--- config.mk ---
export PLATFORM = sky130hd
export DESIGN_NAME = fp_result_collector
export DESIGN_NICKNAME = d
export VERILOG_FILES = /design/src/rtl/fp_result_collector.sv
export SDC_FILE = /design/constraint.sdc
export NUM_CORES = 1
export LEC_CHECK = 0
export CORE_MARGIN = 10
export CORE_UTILIZATION = 40
export CTS_BUF_LIST = sky130_fd_sc_hd__clkbuf_4 sky130_fd_sc_hd__clkbuf_8 sky130_fd_sc_hd__clkbuf_16
export DETAILED_ROUTE_END_ITERATION = 8
export RECOVER_POWER = 100
export SYNTH_ARGS = -nofsm -noshare
export SYNTH_HDL_FRONTEND = slang
export SYNTH_SLANG_ARGS = --single-unit
export TNS_END_PERCENT = 20
--- constraint.sdc ---
create_clock -name clk -period 5.59 [get_ports clk]
set_input_delay 1.118 -clock clk [delete_from_list [all_inputs] [get_ports clk]]
set_output_delay 1.118 -clock clk [all_outputs]
set_load 0.1 [all_outputs]
--- src/rtl/fp_result_collector.sv ---
// -----------------------------------------------------------------------------
// fp_result_collector
//
// Purpose:
//   Gathers results from N_UNITS floating-point functional units in program
//   order. The op FIFO head tag names the unit whose result comes next. A
//   result is captured only when that unit signals done, the output FIFO has
//   room, no serve is in flight and no flush is requested. Captured results
//   go into a DEPTH-entry first-word-fall-through FIFO that the CPU reads.
//
// Ports:
//   clk           system clock, rising edge
//   n_rst         asynchronous active-low reset
//   unit_result   unit i result on bits [i*DATA_W +: DATA_W]
//   unit_done     unit i result ready, held until served
//   op_valid      op FIFO head is valid
//   op_tag        unit index of the op FIFO head
//   cpu_pop       CPU consumes the current FIFO head
//   flush         synchronous clear of the output FIFO and pending serve
//   result        FIFO head data (zero while empty)
//   result_valid  FIFO non-empty
//   out_fifo_full FIFO holds DEPTH entries
//   count         current occupancy
//   unit_serv     one-cycle acknowledge to the served unit
//   op_fifo_pop   one-cycle pop to the op FIFO (OR of unit_serv)
//   err_underflow sticky: cpu_pop while empty
//   err_badtag    sticky: op_valid with an out-of-range op_tag
// -----------------------------------------------------------------------------
module fp_result_collector #(
  parameter int DATA_W  = 32,
  parameter int DEPTH   = 8,
  parameter int N_UNITS = 3,
  parameter int TAG_W   = 2
) (
  input  logic                          clk,
  input  logic                          n_rst,
  input  logic [N_UNITS*DATA_W-1:0]     unit_result,
  input  logic [N_UNITS-1:0]            unit_done,
  input  logic                          op_valid,
  input  logic [TAG_W-1:0]              op_tag,
  input  logic                          cpu_pop,
  input  logic                          flush,
  output logic [DATA_W-1:0]             result,
  output logic                          result_valid,
  output logic                          out_fifo_full,
  output logic [$clog2(DEPTH+1)-1:0]    count,
  output logic [N_UNITS-1:0]            unit_serv,
  output logic                          op_fifo_pop,
  output logic                          err_underflow,
  output logic                          err_badtag
);

  localparam int PTR_W = $clog2(DEPTH);
  localparam int CNT_W = $clog2(DEPTH+1);
  localparam logic [CNT_W-1:0] FULL_CNT = CNT_W'(DEPTH);

  logic [DATA_W-1:0]  r_mem [DEPTH];
  logic [PTR_W-1:0]   r_wr_ptr;
  logic [PTR_W-1:0]   r_rd_ptr;
  logic [CNT_W-1:0]   r_count;
  logic               r_pending;
  logic [N_UNITS-1:0] r_serv;
  logic               r_opop;
  logic               r_err_uf;
  logic               r_err_bt;

  logic               w_tag_ok;
  logic               w_done_sel;
  logic [DATA_W-1:0]  w_sel_data;
  logic               w_empty;
  logic               w_full;
  logic               w_accept;
  logic               w_pop;

  // Select the done flag and result slice of the unit named by the op head.
  always_comb begin
    w_done_sel = 1'b0;
    w_sel_data = '0;
    for (int i = 0; i < N_UNITS; i++) begin
      if (op_tag == TAG_W'(i)) begin
        w_done_sel = unit_done[i];
        w_sel_data = unit_result[i*DATA_W +: DATA_W];
      end
    end
  end

  assign w_tag_ok = (int'(op_tag) < N_UNITS);
  assign w_empty  = (r_count == '0);
  assign w_full   = (r_count == FULL_CNT);

  // Capture is blocked while a serve pulse is out (r_pending), so a unit that
  // still holds done during its acknowledge cycle is not captured twice.
  assign w_accept = op_valid && w_tag_ok && w_done_sel && !w_full &&
                    !r_pending && !flush;
  assign w_pop    = cpu_pop && !w_empty && !flush;

  // Storage is data only; it needs no reset because reads are gated by count.
  always_ff @(posedge clk) begin
    if (w_accept) begin
      r_mem[r_wr_ptr] <= w_sel_data;
    end
  end

  // Control state: pointers, occupancy, serve handshake and sticky errors.
  always_ff @(posedge clk or negedge n_rst) begin
    if (!n_rst) begin
      r_wr_ptr  <= '0;
      r_rd_ptr  <= '0;
      r_count   <= '0;
      r_pending <= 1'b0;
      r_serv    <= '0;
      r_opop    <= 1'b0;
      r_err_uf  <= 1'b0;
      r_err_bt  <= 1'b0;
    end else begin
      if (cpu_pop && w_empty) begin
        r_err_uf <= 1'b1;
      end
      if (op_valid && !w_tag_ok) begin
        r_err_bt <= 1'b1;
      end

      if (flush) begin
        r_wr_ptr  <= '0;
        r_rd_ptr  <= '0;
        r_count   <= '0;
        r_pending <= 1'b0;
        r_serv    <= '0;
        r_opop    <= 1'b0;
      end else begin
        // Pending lasts exactly the cycle in which the serve pulse is high.
        r_pending <= w_accept;
        r_opop    <= w_accept;
        for (int i = 0; i < N_UNITS; i++) begin
          r_serv[i] <= w_accept && (op_tag == TAG_W'(i));
        end

        // DEPTH is a power of two, so pointer wrap is natural overflow.
        if (w_accept) begin
          r_wr_ptr <= r_wr_ptr + PTR_W'(1);
        end
        if (w_pop) begin
          r_rd_ptr <= r_rd_ptr + PTR_W'(1);
        end

        case ({w_accept, w_pop})
          2'b10:   r_count <= r_count + CNT_W'(1);
          2'b01:   r_count <= r_count - CNT_W'(1);
          default: r_count <= r_count;
        endcase
      end
    end
  end

  assign result        = w_empty ? '0 : r_mem[r_rd_ptr];
  assign result_valid  = !w_empty;
  assign out_fifo_full = w_full;
  assign count         = r_count;
  assign unit_serv     = r_serv;
  assign op_fifo_pop   = r_opop;
  assign err_underflow = r_err_uf;
  assign err_badtag    = r_err_bt;

endmodule

[After elaboration in Yosys (flattened, before gate mapping)]
Memories as Yosys holds them, arrays and structs flattened.
Index checks and enable logic that the tools add are counted.
Operators by class
  muxes and demuxes: 17
  add/sub/neg operators: 4
  order comparisons: 1
  reduce and logical (&&, ||, !) cells: 22
  eq/ne operators: 5
Operator list (number)
  32-bit 2-to-1 mux: 4
  3-bit 2-to-1 mux: 5
  1-bit logical AND: 12
  4-bit one-hot mux with 2 select lines: 1
  3-bit by 1-bit adder with 3-bit output, second input constant: 2
  1-bit 2-to-1 mux: 6
  1-bit logical NOT: 5
  4-bit by 1-bit adder with 4-bit output, second input constant: 1
  2-bit by 1-bit equality test with 1-bit output, second input constant: 2
  2-bit equality test, second input constant: 2
  4-bit equality test, second input constant: 1
  4-bit logical NOT: 1
  4-bit 2-to-1 mux: 1
  2-bit nonzero test: 2
  4-bit by 1-bit subtractor with 4-bit output, second input constant: 1
  3-bit nonzero test: 1
  2-bit logical NOT: 1
  2-bit < comparator, second input constant: 1
Storage, ports and cells
  input port bits: 106
  register bits: 16
  memories kept: 1
  memory bits (writable): 256
  word-level logic and storage cells: 57
  output and inout bits: 44
Memories
  r_mem: depth 8, bits a word 32, rd ports 1, clocked after Yosys merged registers in 0, wr ports 1, RTL line 57  | logic [DATA_W-1:0] r_mem [DEPTH];

[Depth between registers and ports, before layout]
  depth in word-level cells: 11
  depth in mapped cells: 10
  mapped depth without buffers: 10

[Worst setup path before layout]
OpenSTA, ideal clock, no wires.
  path kind: reg2reg
  start: register r_count[0] (netlist: count[0])
  end: memory r_mem[0][0] (enable)
  stages on the path, launching flop included: 5
  required time: 5077 ps
  setup time: 513 ps
  path buffers: 0
  arrival: 5665 ps
  path slack: -589 ps
  period minus slack after synthesis: 6179 ps
  path through: dfrtp_1 -> nor4b_2 -> nor3b_1 -> nand2_1 -> nor4b_1
On the way
  cells in the longest elaborated chain, start to end: 7
RTL lines
  start, declared: RTL line 60  | logic [CNT_W-1:0] r_count;
  start signal, assigned: RTL line 147  | 2'b10: r_count <= r_count + CNT_W'(1);
  start signal, assigned: RTL line 148  | 2'b01: r_count <= r_count - CNT_W'(1);
  start signal, assigned: RTL line 149  | default: r_count <= r_count;
  4-bit equality test: RTL line 89  | assign w_full = (r_count == FULL_CNT);
  net out_fifo_full: RTL line 45  | output logic out_fifo_full,
  1-bit logical NOT: RTL line 93  | assign w_accept = op_valid && w_tag_ok && w_done_sel && !w_full &&
  1-bit logical AND (2 in series): RTL line 93
  1-bit logical AND: RTL line 94  | !r_pending && !flush;
  1-bit 2-to-1 mux: RTL line 99  | if (w_accept) begin
  1-bit 2-to-1 mux (implied by the code): RTL line 100  | r_mem[r_wr_ptr] <= w_sel_data;
  end, declared: RTL line 57
The timed path passes the listed nets, and every way through them passes these cells.

[Worst setup path after layout]
  start: input port op_tag[0]
  end: memory r_mem[4][6] (enable)
On the way
  cells in the longest elaborated chain, start to end: 10
  elaborated cells on any way between the ends: 14
  those cells by class: order compare (1); eq/ne (2); mux (5); reduce/logical (6)
RTL lines
  start, declared: RTL line 40  | input logic [TAG_W-1:0] op_tag,
  2-bit logical NOT: RTL line 80  | if (op_tag == TAG_W'(i)) begin
  1-bit 2-to-1 mux (3 in series): RTL line 80
  1-bit logical AND * (3 in series): RTL line 93
  1-bit logical AND *: RTL line 94
  1-bit 2-to-1 mux *: RTL line 99
  1-bit 2-to-1 mux (implied by the code) *: RTL line 100
Every way passes the cells marked *; elsewhere a longest branch is shown, timed or not.

==> flow_summary.toml <==
[clock_network]
post_cts_buffers = 0
cts-htree-levels = 1
cts_tree = "built"
cts_buffers = 28
clock_path_buffers = 3
postCtsHoldBufs = 0
clkTransAtPathRegs_ns = 0.07
cts.sinks = 272
root_buffer = "clkbuf_16"
clock_latency_ns = 0.53
cts_resized = 0

[setup_path]
r2r_cells = 11
slowest_stage = "clkbuf_1"
r2r-start = "count[1]"
endpoint_kind = "register"
path_class = "in -> reg"
cp_top_family = "buffers and inverters"
cp_common_cell = "clkbuf_1"
crit_arrival_ns = 4.96
worstPathCellList = "clkbuf_1, nor2b_4, clkbuf_1, o2bb2ai_1, nand2_1, nor3_1, clkbuf_2"
worstPathRequired_ns = 5.75
start_kind = "input port"
worst-path-buf-inv = 3
r2r-end = "count[3]"
cp_slowest_stage_delay_ns = 1.31
r2r_setup_slack_ns = 1.52
cp_max_fo = 33

[grt]
gr-usage-met1_pct = 17.8
grt-busiest-layer = "met2"
grt_pass1_wl_mm = 39.6
antenna_found_initial = 0
grt-ovfl-total = 0
grtUsageMet2_pct = 24.9
track_usage_pct = 14.3
globalRouteMet3Util_pct = 3.21
grt_start_max_net_pins = 67
grt_pass1_vias = 6855

[worst_hold_path]
worstHoldStart = "err_underflow"
whs_path_depth = 1
min_path_type = "reg -> reg"
hold_end = "err_underflow"

[floorplanning]
die_h_um = 188
ioPinCount = 150
start_util_pct = 40.5
rows = 61
die_area_mm2 = 0.0352
die_w_um = 188
coreArea_mm2 = 0.0277

[sta]
post-route-min-period_ns = 4.80
fmax_ghz = 0.208
worstMarginPinSlew_ns = 1.80
setup_ws_ns = 0.789
setup_tns_ns = 0
post-route-period-util_pct = 85.9
drv_slew = 54
finalHoldWorstSlack_ns = 0.453
skew_ns = 0.0100
rsz0062_at_grt = "false"
max_slew_margin_pct = -20.0
hold_viol_final = 0
setup-violations-final = 0

[drt]
vias = 6017
dr.pass1.iters = 4
drtIter0Drc = 354
ant_nets = 0
wire_per_inst_um = 21.7
vias_per_cell = 5.14
drc = 0
totalWireLength_mm = 25.4

[job]
maxCapViolCount = 2

[synth]
synth.net_count = 716
ys_ff_latch = 272
synth-edff-count = 256
ys.flop_type = "edfxtp_1"
yosysUniqueCellTypes = 34
synth-seq-area-share_pct = 72.0
syn_area_mm2 = 0.0112
avgSynthCellArea_um2 = 18.6
ys_async_sr_fraction_pct = 5.88
syn_inst = 605
yosys_warnings = 0

[outcome]
violations = "capacitance limit, slew limit"
status = "complete, but fails checks"

[placed_design]
io_buffers = 149
dp_hpwl_mm = 16.0
dp_cells = 1118
pre_cts_ws_ns = 1.37
place.gp.congestion = 0.711
placed_area_mm2 = 0.0133

[power_and_ir_drop]
powerDensity_mw_per_mm2 = 497
p_leak_nw = 4.67
peakVddDrop_uv = 373

[finish]
final_area_mm2 = 0.0142
drive_gt1_share_pct = 17.9
instances_no_fill = 1170
nets = 881
areaGrowthSynthToFinish_pct = 26.4
antennaDiodeCount = 0
final_common_cell = "edfxtp_1"
mostFrequentLayoutCells = "256 x edfxtp_1, 104 x clkdlybuf4s50_1, 66 x mux2i_1"
fill_cells = 2251
## where the power goes
group	internal (mW)	leakage (nW)	switching [mW]
Sequential	2.29	2.53	0.138
Combinational	0.749	1.66	1.96
Clock	1.15	0.476	0.756
Total	4.19	4.67	2.86
## worst max-delay path by stage
stage,startpoint,endpoint,cells after the start
after floorplan,count[0],r_mem[2][0],5
after global placement,r_rd_ptr[0],result[1],5
after detailed placement,r_rd_ptr[0],result[1],5
after CTS,r_rd_ptr[0],result[1],5
after global routing,op_tag[0],r_mem[4][6],7
final,op_tag[0],r_mem[4][6],7
## synthesized netlist by cell type, drive strengths merged (2+ instances only)
cell type | n | area [um2]
edfxtp | 256 | 7690
mux2i | 66 | 661
mux4 | 64 | 1440
nor2 | 43 | 161
nand2 | 41 | 154
o21ai | 36 | 180
clkbuf | 21 | 78.8
dfrtp | 16 | 400
buf | 15 | 67.6
nor3 | 6 | 41.3
a21oi | 5 | 25.0
ha | 4 | 50.1
nor4 | 4 | 40.0
nor4b | 4 | 41.3
nor3b | 3 | 22.5
xnor2 | 3 | 26.3
a21o | 2 | 15.0
nand3b | 2 | 15.0
nor2b | 2 | 12.5
xor2 | 2 | 17.5
## sequential cells by signal (all words and copies together) (netlist names)
name / count
err_underflow: 1
unit_serv: 3
count: 4
r_rd_ptr: 3
r_wr_ptr: 3
r_mem: 256
err_badtag: 1
op_fifo_pop: 1
## routing by layer
metal  wire, um  vias up  share of wire, %
li1           -     2746                 -
met1      10600     3084                42
met2      12800      151                51
met3       1510       36               6.0
met4        397        0               1.6
met5          0        -                 0
## stage by stage
step | util (%) | power (mW)
after floorplan | - | 4.57
after CTS | 51.5 | 7.22
after detailed placement | 48.0 | 5.32
final | 51.2 | 7.05
after global placement | 48.0 | 5.30
after global routing | 51.2 | 7.33
## final cells by class
type                    instances  area, um2  share of cell area [%]
clock buffers                  32        748                    5.27
inverters                       1       3.75                  0.0265
flip-flops and latches        272       8100                    57.1
well taps                     378        473                    3.33
clock inverters                20        230                    1.62
repair buffers                171       1620                    11.4
multi-input cells             296       3020                    21.3
## kinds of logic (layout without fill, tap and decap cells)
group | Yosys count | count (layout) | share of synthesized area (%)
flip-flops | 272 | 272 | 72.0
multiplexers | 131 | 131 | 18.8
AND/OR/NAND/NOR | 109 | 109 | 4.60
AO/OA/AOI/OAI | 46 | 46 | 2.20
buffers and inverters | 37 | 224 | 1.34
adder cells (fa/ha/maj) | 5 | 5 | 0.624
XOR/XNOR | 5 | 5 | 0.390
No activity file was read; power rests on OpenSTA's default activity.
